### src/rtl/edge_pulse_gen.sv
// edge_pulse_gen
//   Per-channel edge-triggered pulse generator. A qualifying edge on trig[c]
//   captures in[c] onto out[c] for len+1 cycles. busy[c] is high for that
//   time. With RETRIG=1 an edge during a pulse restarts it. With RETRIG=0
//   that edge is dropped and the sticky miss[c] bit is set.
//
//   Optional build macro: EDGE_PULSE_GEN_SYNC_EN. When it is defined, a
//   two-flop synchroniser is placed on each trig bit before edge detection.
//
// Ports
//   clk       sole clock, all state updates on the rising edge
//   rst_n     asynchronous active-low reset
//   trig      [CH]      per-channel trigger level
//   mode      [2*CH]    per-channel edge select: 00 fall, 01 rise, 10 both, 11 off
//   len       [LEN_W]   shared pulse length, pulse lasts len+1 cycles
//   in        [CH*N]    per-channel data, slice [N*c +: N]
//   out       [CH*N]    per-channel pulse data, zero while idle
//   busy      [CH]      channel pulse active
//   miss      [CH]      sticky: a qualifying edge was discarded
//   miss_clr            synchronous clear of all miss bits
//
// Channel FSM
//   state  | meaning
//   IDLE   | no pulse, out slice is zero
//   ACTIVE | pulse running, counter counts down to terminal count 0

module edge_pulse_gen #(
    parameter int N      = 8,
    parameter int CH     = 2,
    parameter int LEN_W  = 4,
    parameter bit RETRIG = 1'b1
) (
    input  logic              clk,
    input  logic              rst_n,
    input  logic [CH-1:0]     trig,
    input  logic [2*CH-1:0]   mode,
    input  logic [LEN_W-1:0]  len,
    input  logic [CH*N-1:0]   in,
    output logic [CH*N-1:0]   out,
    output logic [CH-1:0]     busy,
    output logic [CH-1:0]     miss,
    input  logic              miss_clr
);

    typedef enum logic {IDLE, ACTIVE} state_t;

    // Edge detection stays blocked until the detector input is valid and prev
    // holds a real sample. Without this, a trig held high through reset would
    // look like a rising edge.
`ifdef EDGE_PULSE_GEN_SYNC_EN
    localparam logic [1:0] ARM_CYC = 2'd3;

    logic [CH-1:0] sync_1;
    logic [CH-1:0] sync_2;

    always_ff @(posedge clk or negedge rst_n) begin
        if (!rst_n) begin
            sync_1 <= '0;
            sync_2 <= '0;
        end else begin
            sync_1 <= trig;
            sync_2 <= sync_1;
        end
    end

    logic [CH-1:0] det_src;
    assign det_src = sync_2;
`else
    localparam logic [1:0] ARM_CYC = 2'd1;

    logic [CH-1:0] det_src;
    assign det_src = trig;
`endif

    logic [1:0] arm_cnt;
    logic       armed;

    assign armed = (arm_cnt == ARM_CYC);

    always_ff @(posedge clk or negedge rst_n) begin
        if (!rst_n) begin
            arm_cnt <= 2'd0;
        end else if (!armed) begin
            arm_cnt <= arm_cnt + 2'd1;
        end
    end

    logic [CH-1:0] prev;

    always_ff @(posedge clk or negedge rst_n) begin
        if (!rst_n) begin
            prev <= '0;
        end else begin
            prev <= det_src;
        end
    end

    for (genvar c = 0; c < CH; c++) begin : g_ch
        state_t           state, state_n;
        logic [LEN_W-1:0] cnt, cnt_n;
        logic [N-1:0]     out_q, out_n;
        logic             miss_q;
        logic             miss_set;
        logic             rise, fall, edge_det;
        logic [1:0]       m;

        assign m    = mode[2*c +: 2];
        assign rise =  det_src[c] & ~prev[c];
        assign fall = ~det_src[c] &  prev[c];

        always_comb begin
            edge_det = 1'b0;
            case (m)
                2'b00:   edge_det = fall;
                2'b01:   edge_det = rise;
                2'b10:   edge_det = rise | fall;
                default: edge_det = 1'b0;
            endcase
            edge_det = edge_det & armed;
        end

        always_ff @(posedge clk or negedge rst_n) begin
            if (!rst_n) begin
                state <= IDLE;
                cnt   <= '0;
                out_q <= '0;
            end else begin
                state <= state_n;
                cnt   <= cnt_n;
                out_q <= out_n;
            end
        end

        // An edge that arrives on the terminal-count cycle takes the ACTIVE
        // path, so with RETRIG=1 the pulse extends without a gap cycle.
        always_comb begin
            state_n  = state;
            cnt_n    = cnt;
            out_n    = out_q;
            miss_set = 1'b0;
            case (state)
                IDLE: begin
                    if (edge_det) begin
                        state_n = ACTIVE;
                        cnt_n   = len;
                        out_n   = in[N*c +: N];
                    end
                end
                ACTIVE: begin
                    if (edge_det) begin
                        if (RETRIG) begin
                            cnt_n = len;
                            out_n = in[N*c +: N];
                        end else begin
                            miss_set = 1'b1;
                            if (cnt == '0) begin
                                state_n = IDLE;
                                out_n   = '0;
                            end else begin
                                cnt_n = cnt - 1'b1;
                            end
                        end
                    end else if (cnt == '0) begin
                        state_n = IDLE;
                        out_n   = '0;
                    end else begin
                        cnt_n = cnt - 1'b1;
                    end
                end
                default: begin
                    state_n = IDLE;
                    cnt_n   = '0;
                    out_n   = '0;
                end
            endcase
        end

        // A miss raised in the same cycle as miss_clr takes priority.
        always_ff @(posedge clk or negedge rst_n) begin
            if (!rst_n) begin
                miss_q <= 1'b0;
            end else if (miss_set) begin
                miss_q <= 1'b1;
            end else if (miss_clr) begin
                miss_q <= 1'b0;
            end
        end

        assign out[N*c +: N] = out_q;
        assign busy[c]       = (state == ACTIVE);
        assign miss[c]       = miss_q;
    end

endmodule

### config.mk
export PLATFORM = sky130hd
export DESIGN_NAME = edge_pulse_gen
export DESIGN_NICKNAME = d
export VERILOG_FILES = /design/src/rtl/edge_pulse_gen.sv
export SDC_FILE = /design/constraint.sdc
export NUM_CORES = 1
export LEC_CHECK = 0
export ABC_AREA = 1
export BUFFER_PORTS_ARGS = -buffer_cell sky130_fd_sc_hd__buf_4
export CAP_MARGIN = 0
export CELL_PAD_IN_SITES_DETAIL_PLACEMENT = 1
export CELL_PAD_IN_SITES_GLOBAL_PLACEMENT = 1
export CORE_MARGIN = 2
export CORE_UTILIZATION = 33
export CTS_CLUSTER_DIAMETER = 30
export CTS_CLUSTER_SIZE = 14
export DETAILED_ROUTE_END_ITERATION = 12
export GPL_TIMING_DRIVEN = 0
export PLACE_DENSITY_LB_ADDON = 0.08
export SETUP_SLACK_MARGIN = 0.4
export SYNTH_ARGS = -nofsm -noshare
export SYNTH_HDL_FRONTEND = slang
export SYNTH_SLANG_ARGS = --single-unit
### constraint.sdc
create_clock -name clk -period 1.7 [get_ports clk]
set_clock_uncertainty 0.2 [all_clocks]
set_input_delay 0.255 -clock clk [delete_from_list [all_inputs] [get_ports clk]]
set_output_delay 0.255 -clock clk [all_outputs]
set_load 0.03 [all_outputs]
=== Yosys cells after proc, flatten, opt, wreduce, memory -nomap -nowiden ===
Cells that the tools add are included.

* Add/subtract/negate cells: 3
* Bitwise operators: 14
* Eq/ne operators: 11
* Reductions and logical operators: 8
* Multiplexer cells: 26

{| class="wikitable"
|+ Operator list
! cell !! count
|-
| two-way mux 8 bit || 6
|-
| one-hot mux 8 bit (2 select lines) || 2
|-
| two-way mux 4 bit || 6
|-
| one-hot mux 4 bit (2 select lines) || 2
|-
| zero test 4 bit || 2
|-
| AND reduction 2 bit || 4
|-
| subtractor 4 x 1 -> 4 bit, second input constant || 2
|-
| bitwise AND 1 bit || 6
|-
| == test 2 x 1 -> 1 bit, second input constant || 3
|-
| two-way mux 1 bit || 6
|-
| != test 3 x 1 -> 1 bit, second input constant || 2
|-
| != test 3 bit, second input constant || 2
|-
| NOT 1 bit || 6
|-
| one-hot mux 1 bit (3 select lines) || 2
|-
| == test 2 bit, second input constant || 2
|-
| zero test 2 bit || 2
|-
| != test 2 bit, second input constant || 2
|-
| one-hot mux 1 bit (2 select lines) || 2
|-
| adder 2 x 1 -> 2 bit, second input constant || 1
|-
| OR 1 bit || 2
|}

* Bits in registers: 30
* Input bits: 29
* Output and inout port bits: 20
* Logic and storage cells: 70

=== Depth between registers and ports, before layout ===
Gate-level depths: netlist (run 1).

* Depth in word-level cells: 7
* Mapped depth: 11
* Depth with buffers taken out: 11

=== Least setup slack after synthesis (run 1) ===
No wires, ideal clock.

* Path kind: register -> register
* Start: register prev[1]
* End: register g_ch[1].cnt[2]
* Period minus slack after synthesis: 1.650 ns
* Setup slack: 0.050 ns
* Stages on the path, launching flop included: 9
* Setup time: 0.117 ns
* Data required time: 1.383 ns
* Data arrival time: 1.334 ns
* Buffers on the path: 1
* Path through: dfrtp_1 -> ha_1 -> nand2_1 -> nand2_1 -> o21ai_4 -> nand2_4 -> buf_6 -> nand3_1 -> nand2_1

* Longest elaborated chain between the ends: 7
* Elaborated cells on any way between the ends: 11
* Those cells by class: eq/ne: 2; mux: 3; bitwise: 5; reduce/logical: 1

{| class="wikitable"
|+ Ends and longest elaborated chain
! what !! line !! RTL
|-
| start, declared || 88 || <nowiki>logic [CH-1:0] prev;</nowiki>
|-
| start signal, assigned || 94 || <nowiki>prev <= det_src;</nowiki>
|-
| NOT 1 bit || 108 || <nowiki>assign rise = det_src[c] & ~prev[c];</nowiki>
|-
| bitwise AND 1 bit || 108 ||
|-
| OR 1 bit || 116 || <nowiki>2'b10: edge_det = rise | fall;</nowiki>
|-
| one-hot mux 1 bit (3 select lines) * || 113 || <nowiki>case (m)</nowiki>
|-
| bitwise AND 1 bit * || 119 || <nowiki>edge_det = edge_det & armed;</nowiki>
|-
| two-way mux 4 bit, or another cell as far along || 150 || <nowiki>if (edge_det) begin</nowiki>
|-
| one-hot mux 4 bit (2 select lines) / AND reduction 2 bit (equally long branches) || -- ||
|-
| end signal, assigned || 129 || <nowiki>cnt <= cnt_n;</nowiki>
|-
| end, declared || 100 || <nowiki>logic [LEN_W-1:0] cnt, cnt_n;</nowiki>
|}

Mark *: on every way between the ends. The rest lies on a longest branch, timed or not.
A chain may end at the register's enable or synchronous reset.

=== Final worst setup path (run 1) ===
* Start: register prev[1]
* End: register g_ch[1].out_q[5]

* Longest elaborated chain between the ends: 7
* Elaborated cells on any way between the ends: 11
* Those cells by class: eq/ne: 2; mux: 3; bitwise: 5; reduce/logical: 1

{| class="wikitable"
|+ Ends and longest elaborated chain
! what !! line !! RTL
|-
| NOT 1 bit || 108 ||
|-
| bitwise AND 1 bit || 108 ||
|-
| OR 1 bit || 116 ||
|-
| one-hot mux 1 bit (3 select lines) * || 113 ||
|-
| bitwise AND 1 bit * || 119 ||
|-
| two-way mux 8 bit, or another cell as far along || 150 ||
|-
| one-hot mux 8 bit (2 select lines) / AND reduction 2 bit (equally long branches) || -- ||
|-
| end signal, assigned || 130 || <nowiki>out_q <= out_n;</nowiki>
|-
| end, declared || 101 || <nowiki>logic [N-1:0] out_q, out_n;</nowiki>
|}

Marks and branches as above.

==> results.cfg, run 1 <==
[sta]
hold_slack_ns = 0.00815
maxSlewViolCount = 0
rsz0062_at_grt = true
setup_viol = 0
max_freq_mhz = 591
post-route-min-period_ns = 1.69
fin_ws_ns = 0.00746
min_period_over_period_pct = 99.6
hold_viol_final = 0

[synth]
ys.flop_type = dfrtp_1
postSynthRegisterBits = 30
synth_top_area_share_pct = 47.3
postSynth.asyncResetShare_pct = 100
ys_seq_area_share_pct = 47.3
synth_cell_type_count = 22
synth-edff-count = 0
syn_area_per_cell_um2 = 8.18
syn_area_mm2 = 0.00159
synthTopCellsByArea = dfrtp_1 47%, nand3_1 15%, nand2_1 13%
synth_most_common_cell = nand2_1
ys.warnings.count = 0
yosysTopAreaCell = dfrtp_1
synth_cells = 194
synth_common_cells = 54 x nand2_1, 49 x nand3_1, 30 x dfrtp_1

[critical_path]
cp_max_fo = 6
rrSetupSlack_ns = 0.007
worstSetupPathType = reg2reg
cp_slowest_stage_delay_ns = 0.38
cp_common_cell = nand2_1
end_kind = flip-flop
crit_chain = ha_1 > nand2_1 > nand2_2 > o21ai_4 > nand2_4 > buf_6 > nand3_2 > nand2_1
cpMaxStageDelayCell = dfrtp_1
worstSetupStartpointType = flip-flop
cp_data_arrival_time_ns = 1.66
required_ns = 1.66

[routing]
final_antenna_net_count = 0
drt-total-wl_um = 4800
num_vias = 1601
dr.pass1.iters = 4
drcViolationCount = 0
wl_per_cell_um = 14.3
via_per_inst = 4.76
drt_iter0_drc = 57

[pwr]
p_leak_nw = 1.42
switching_share_pct = 40.3
p_seq_share_pct = 30.1
clock_power_share_pct = 17.6
combPwrFrac_pct = 52.3
switchingPower_w = 0.00156
ir_drop_mv = 0.632
p_int_w = 0.00231
powerDensity_mw_per_mm2 = 1420

[global_route]
grt_pass1_wl_um = 7080
antenna_found_initial = 0
grt_max_degree = 31
gr-total-overflow = 0
grt_pass1_vias = 1611
grt_usage_pct = 17.1

[layout]
insertedDiodeCount = 0
fin_nets = 317
fin_util_pct = 58.2
stdcell_count = 336
area_growth_pct = 72.1
drive_gt1_share_pct = 47.9

[cts]
path_clk_slew_ns = 0.06
htreeDepth = 2
clock-sinks = 30
cts_tree = done
cts_made_buffers = 5
clk_path_buf_depth = 2
clock_latency_ns = 0.28
cts_root_buffer = clkbuf_8

[floorplan]
boundaryPins = 49
die-area_mm2 = 0.00538
rows = 25
die_x_um = 73.3
core_area_mm2 = 0.00469
fp.dieH_um = 73.3
start_util_pct = 33.8

[min_path]
worstHoldPathType = in2reg

[place]
gp_congestion = 0.791
dpl.hpwl_um = 2760
io_buffers = 45
place_inst = 294
preCtsSetupSlack_ns = -0.149

[run]
maxCapViolCount = 0

[outcome]
outcome = finished, final reports clean
[layer usage]
metal  vias up  GRT usage, %  wire, um
met5         -             0         0
met4         0          4.24        54
met3         7          4.53       150
met2        26          27.4      2390
met1       769          22.9      2210
li1        799             -         -
[power groups by stage]
stage / sequential, W / combinational, W / clock, W
after floorplan: 0.00132 / 0.000792 / 0
after global placement: 0.00115 / 0.00141 / 0
after detailed placement: 0.00115 / 0.00143 / 0
after CTS: 0.00113 / 0.00170 / 0.000701
after global routing: 0.00120 / 0.00222 / 0.000734
final: 0.00116 / 0.00202 / 0.000680
[layout by cell type, fill, tap and decap left out, types with 2 or more instances in the layout]
cell / netlist / layout
nor2_1: 3 / 2
dfrtp_1: 30 / 28
o21ai_4: 1 / 2
o21ai_0: 4 / 4
nand4_1: 3 / 3
nand2_4: 1 / 7
nand3_1: 49 / 29
conb_1: 1 / 2
ha_4: 0 / 2
dlygate4sd3_1: 0 / 7
nand3_2: 0 / 20
buf_4: 4 / 51
ha_1: 7 / 5
xnor2_1: 2 / 2
dfrtp_2: 0 / 2
clkbuf_8: 0 / 8
nand2_2: 3 / 8
inv_2: 2 / 3
buf_6: 2 / 25
nand2_1: 54 / 43
inv_1: 20 / 19
[path summary, 6_finish.rpt]
path / from / to / cells after the start
worst min register to register: g_ch[1].cnt[1] / g_ch[1].cnt[1] / 2
worst max register to register: prev[1] / g_ch[1].out_q[5] / 8
min in group asynchronous: rst_n / g_ch[0].cnt[1] / 2
max in group asynchronous: rst_n / g_ch[1].state / 2
worst min-delay path: in[5] / g_ch[0].out_q[5] / 3
worst max-delay path: prev[1] / g_ch[1].out_q[5] / 8
[critical path: cells and delay by family, from the launching register on]
| family | cells | cell delay, ns |
|---|---|---|
| flops | 1 | 0.38 |
| compound gates | 1 | 0.21 |
| simple gates | 5 | 0.36 |
| fa+ha+maj | 1 | 0.27 |
| buf+inv | 1 | 0.15 |
[what timing repair did]
action | CTS | global route
setup buffers | 12 | 12
pin swaps | 6 | 7
setup endpoints to repair | 42 | 44
endpoints found under the hold margin | 35 | 1
resized for setup | 28 | 39
cloned | 2 | 1
hold buffers | 6 | 1
[through the flow]
| step | power, W | TNS, ns | cell area [um^2] |
|---|---|---|---|
| final | 0.00387 | 0 | 2730 |
| after global routing | 0.00415 | -0.462 | 2730 |
| after global placement | 0.00257 | -2.51 | 2060 |
| after detailed placement | 0.00258 | -2.61 | 2060 |
| after floorplan | 0.00211 | 0 | 1660 |
| after CTS | 0.00353 | 0 | 2440 |
[area by class of cell]
class / instances / area, um^2
clock buffer: 8 / 110
fill: 546 / 1960
buffer: 8 / 95.1
tap: 54 / 67.6
sequential: 30 / 753
multi-input combinational: 136 / 922
timing repair buffer: 78 / 699
inverter: 22 / 82.6
[flip-flops by register name, indices dropped and copies added (netlist names)]
signal      count
arm_cnt         2
prev            2
g_ch.out_q     16
g_ch.state      2
g_ch.cnt        8
[logic make-up after synthesis]
kind of cell | share of synthesized area, %
XOR/XNOR | 1.10
flip-flops | 47.3
AND/OR/NAND/NOR | 32.4
other | 0.236
AO/OA/AOI/OAI | 4.34
buffers and inverters | 9.07
adder cells (fa/ha/maj) | 5.52
No activity file was read; power rests on OpenSTA's default activity.
==> run 2, diff against run 1 <==
--- a/config.mk
+++ b/config.mk
@@ -17,6 +17,7 @@
 export DETAILED_ROUTE_END_ITERATION = 12
 export GPL_TIMING_DRIVEN = 0
 export PLACE_DENSITY_LB_ADDON = 0.08
+export RECOVER_POWER = 50
 export SETUP_SLACK_MARGIN = 0.4
 export SYNTH_ARGS = -nofsm -noshare
 export SYNTH_HDL_FRONTEND = slang
==> run 2 against run 1 <==
  * Sequential share of layout area increased by 0.063 points
  * Count of clock-buffer cells in the layout is the same
  * Die area is the same
  * First-iteration DRC count unchanged
  * Core utilization is 0.13 points lower
  * Final cell count is the same
  * Sequential cell count stayed put
  * Non-clock buffer count unchanged
  * Register-to-register slack about the same
  * Largest cell class unchanged
==> results.cfg, run 2 (synthesized netlist as in run 1, its figures left out) <==
[sta]
rsz0062_at_grt = true
relSlewSlack_pct = 47.3
hold_viol_final = 0
min_period_over_period_pct = 99.6
setup_viol = 0
tightestPinTransition_ns = 0.790
post-route-min-period_ns = 1.69
maxSlewViolCount = 0
max_freq_mhz = 591

[routing]
drt_iter0_drc = 57
drcViolationCount = 0
wl_per_cell_um = 14.3
dr.pass1.iters = 4
drt-total-wl_um = 4810
via_per_inst = 4.76
final_antenna_net_count = 0
num_vias = 1599

[critical_path]
worstSetupPathType = reg2reg
worstSetupStartpointType = flip-flop
cp_data_arrival_time_ns = 1.66
end_kind = flip-flop
required_ns = 1.66
cp_max_fo = 6
ff2ff_path_depth = 8

[place]
dpl.hpwl_um = 2760
gp_congestion = 0.791
placed_area_mm2 = 0.00206
io_buffers = 45

[cts]
path_clk_slew_ns = 0.06
cts_tree = done
cts_root_buffer = clkbuf_8
clk_path_buf_depth = 2
cts_made_buffers = 5
clock_latency_ns = 0.28
htreeDepth = 2
clock-sinks = 30

[pwr]
p_leak_nw = 1.42
powerDensity_mw_per_mm2 = 1420
ir_drop_mv = 0.632

[floorplan]
die_x_um = 73.3
rows = 25
boundaryPins = 49
core_area_mm2 = 0.00469
start_util_pct = 33.8
die-area_mm2 = 0.00538
fp.dieH_um = 73.3

[layout]
fin_util_pct = 58.1
reg_top3 = g_ch.out_q: 16 flops, g_ch.cnt: 8 flops
fillCellCount = 547
largest_reg_flops = 16
regMostFlops = g_ch.out_q
stdcell_area_mm2 = 0.00272
area_growth_pct = 71.7
final_common_cell = buf_4
fin_nets = 317
insertedDiodeCount = 0
layout_common_cells = 49 x buf_4, 43 x nand2_1, 29 x nand3_1, 28 x dfrtp_1, 25 x buf_6
drive_gt1_share_pct = 47.5

[global_route]
grt_pass1_wl_um = 7080
gr-total-overflow = 0
grt_usage_pct = 17.1
grt_pass1_vias = 1611
antenna_found_initial = 0
grt_max_degree = 31

[run]
maxCapViolCount = 0

[outcome]
outcome = finished, final reports clean

[min_path]
whs_path_depth = 3
worstHoldPathType = in2reg
## run 2: changes by cell type in the layout (fill, tap and decap cells not counted), sizes merged
cell	previous run	this run
clkbuf	9	11
buf	78	76
## run 2: cell type report
type                       instances  area (um^2)  share of cell area (%)
buffer                             8         95.1                    3.49
inverter                          22         82.6                    3.03
sequential                        30          753                    27.7
timing repair buffer              78          693                    25.4
clock buffer                       8          110                    4.04
multi-input combinational        136          922                    33.9
tap                               54         67.6                    2.48
## run 2: layer usage
metal	vias to the layer above	global-route usage (%)	routed length, um
met2	26	27.4	2390
li1	799	-	-
met1	767	22.9	2210
met3	7	4.53	151
met5	-	0	0
met4	0	4.24	54
## run 2: stage by stage
stage	setup WS [ns]	hold slack (ns)	std cells	power (W)	TNS [ns]
after floorplan	0.0563	-0.241	195	0.00211	0
after global placement	-0.152	0.0197	294	0.00257	-2.51
after detailed placement	-0.149	0.0226	294	0.00258	-2.61
after CTS	0.0107	0.000727	322	0.00353	0
after global routing	-0.0587	0.00421	336	0.00415	-0.462
final	0.00758	0.00815	336	0.00386	0
## run 2: what timing repair did
| action | 4_1_cts | 5_1_grt |
|---|---|---|
| cloned | 2 | 1 |
| hold buffers | 6 | 1 |
| resized for setup | 28 | 39 |
| pin swaps | 6 | 7 |
| endpoints found under the hold margin | 35 | 1 |
| buffers inserted | 12 | 12 |
| endpoints found under the setup margin | 42 | 44 |
## run 2: worst max-delay path: stages (launching register included)
cell	delay (ns)
dfrtp_1	0.38
ha_1	0.27
nand2_1	0.07
nand2_2	0.06
o21ai_4	0.21
nand2_4	0.12
buf_6	0.15
nand3_2	0.05
nand2_1	0.06
## run 2: worst paths after layout
path | from | slack (ns) | endpoint
setup / recovery | prev[1] | 0.008 | g_ch[1].out_q[5]
min in group asynchronous | rst_n | 0.39 | g_ch[0].cnt[1]
max in group asynchronous | rst_n | 0.36 | g_ch[1].state
hold / removal | in[5] | 0.008 | g_ch[0].out_q[5]
hold reg to reg | g_ch[1].cnt[1] | 0.31 | g_ch[1].cnt[1]
setup reg to reg | prev[1] | 0.008 | g_ch[1].out_q[5]
## run 2: where the power goes
part           leakage, nW  internal [W]  switching [W]
logic                 1.01      0.000946        0.00107
registers            0.356      0.000951       0.000214
clock network       0.0575      0.000409       0.000272
total                 1.42       0.00231        0.00156
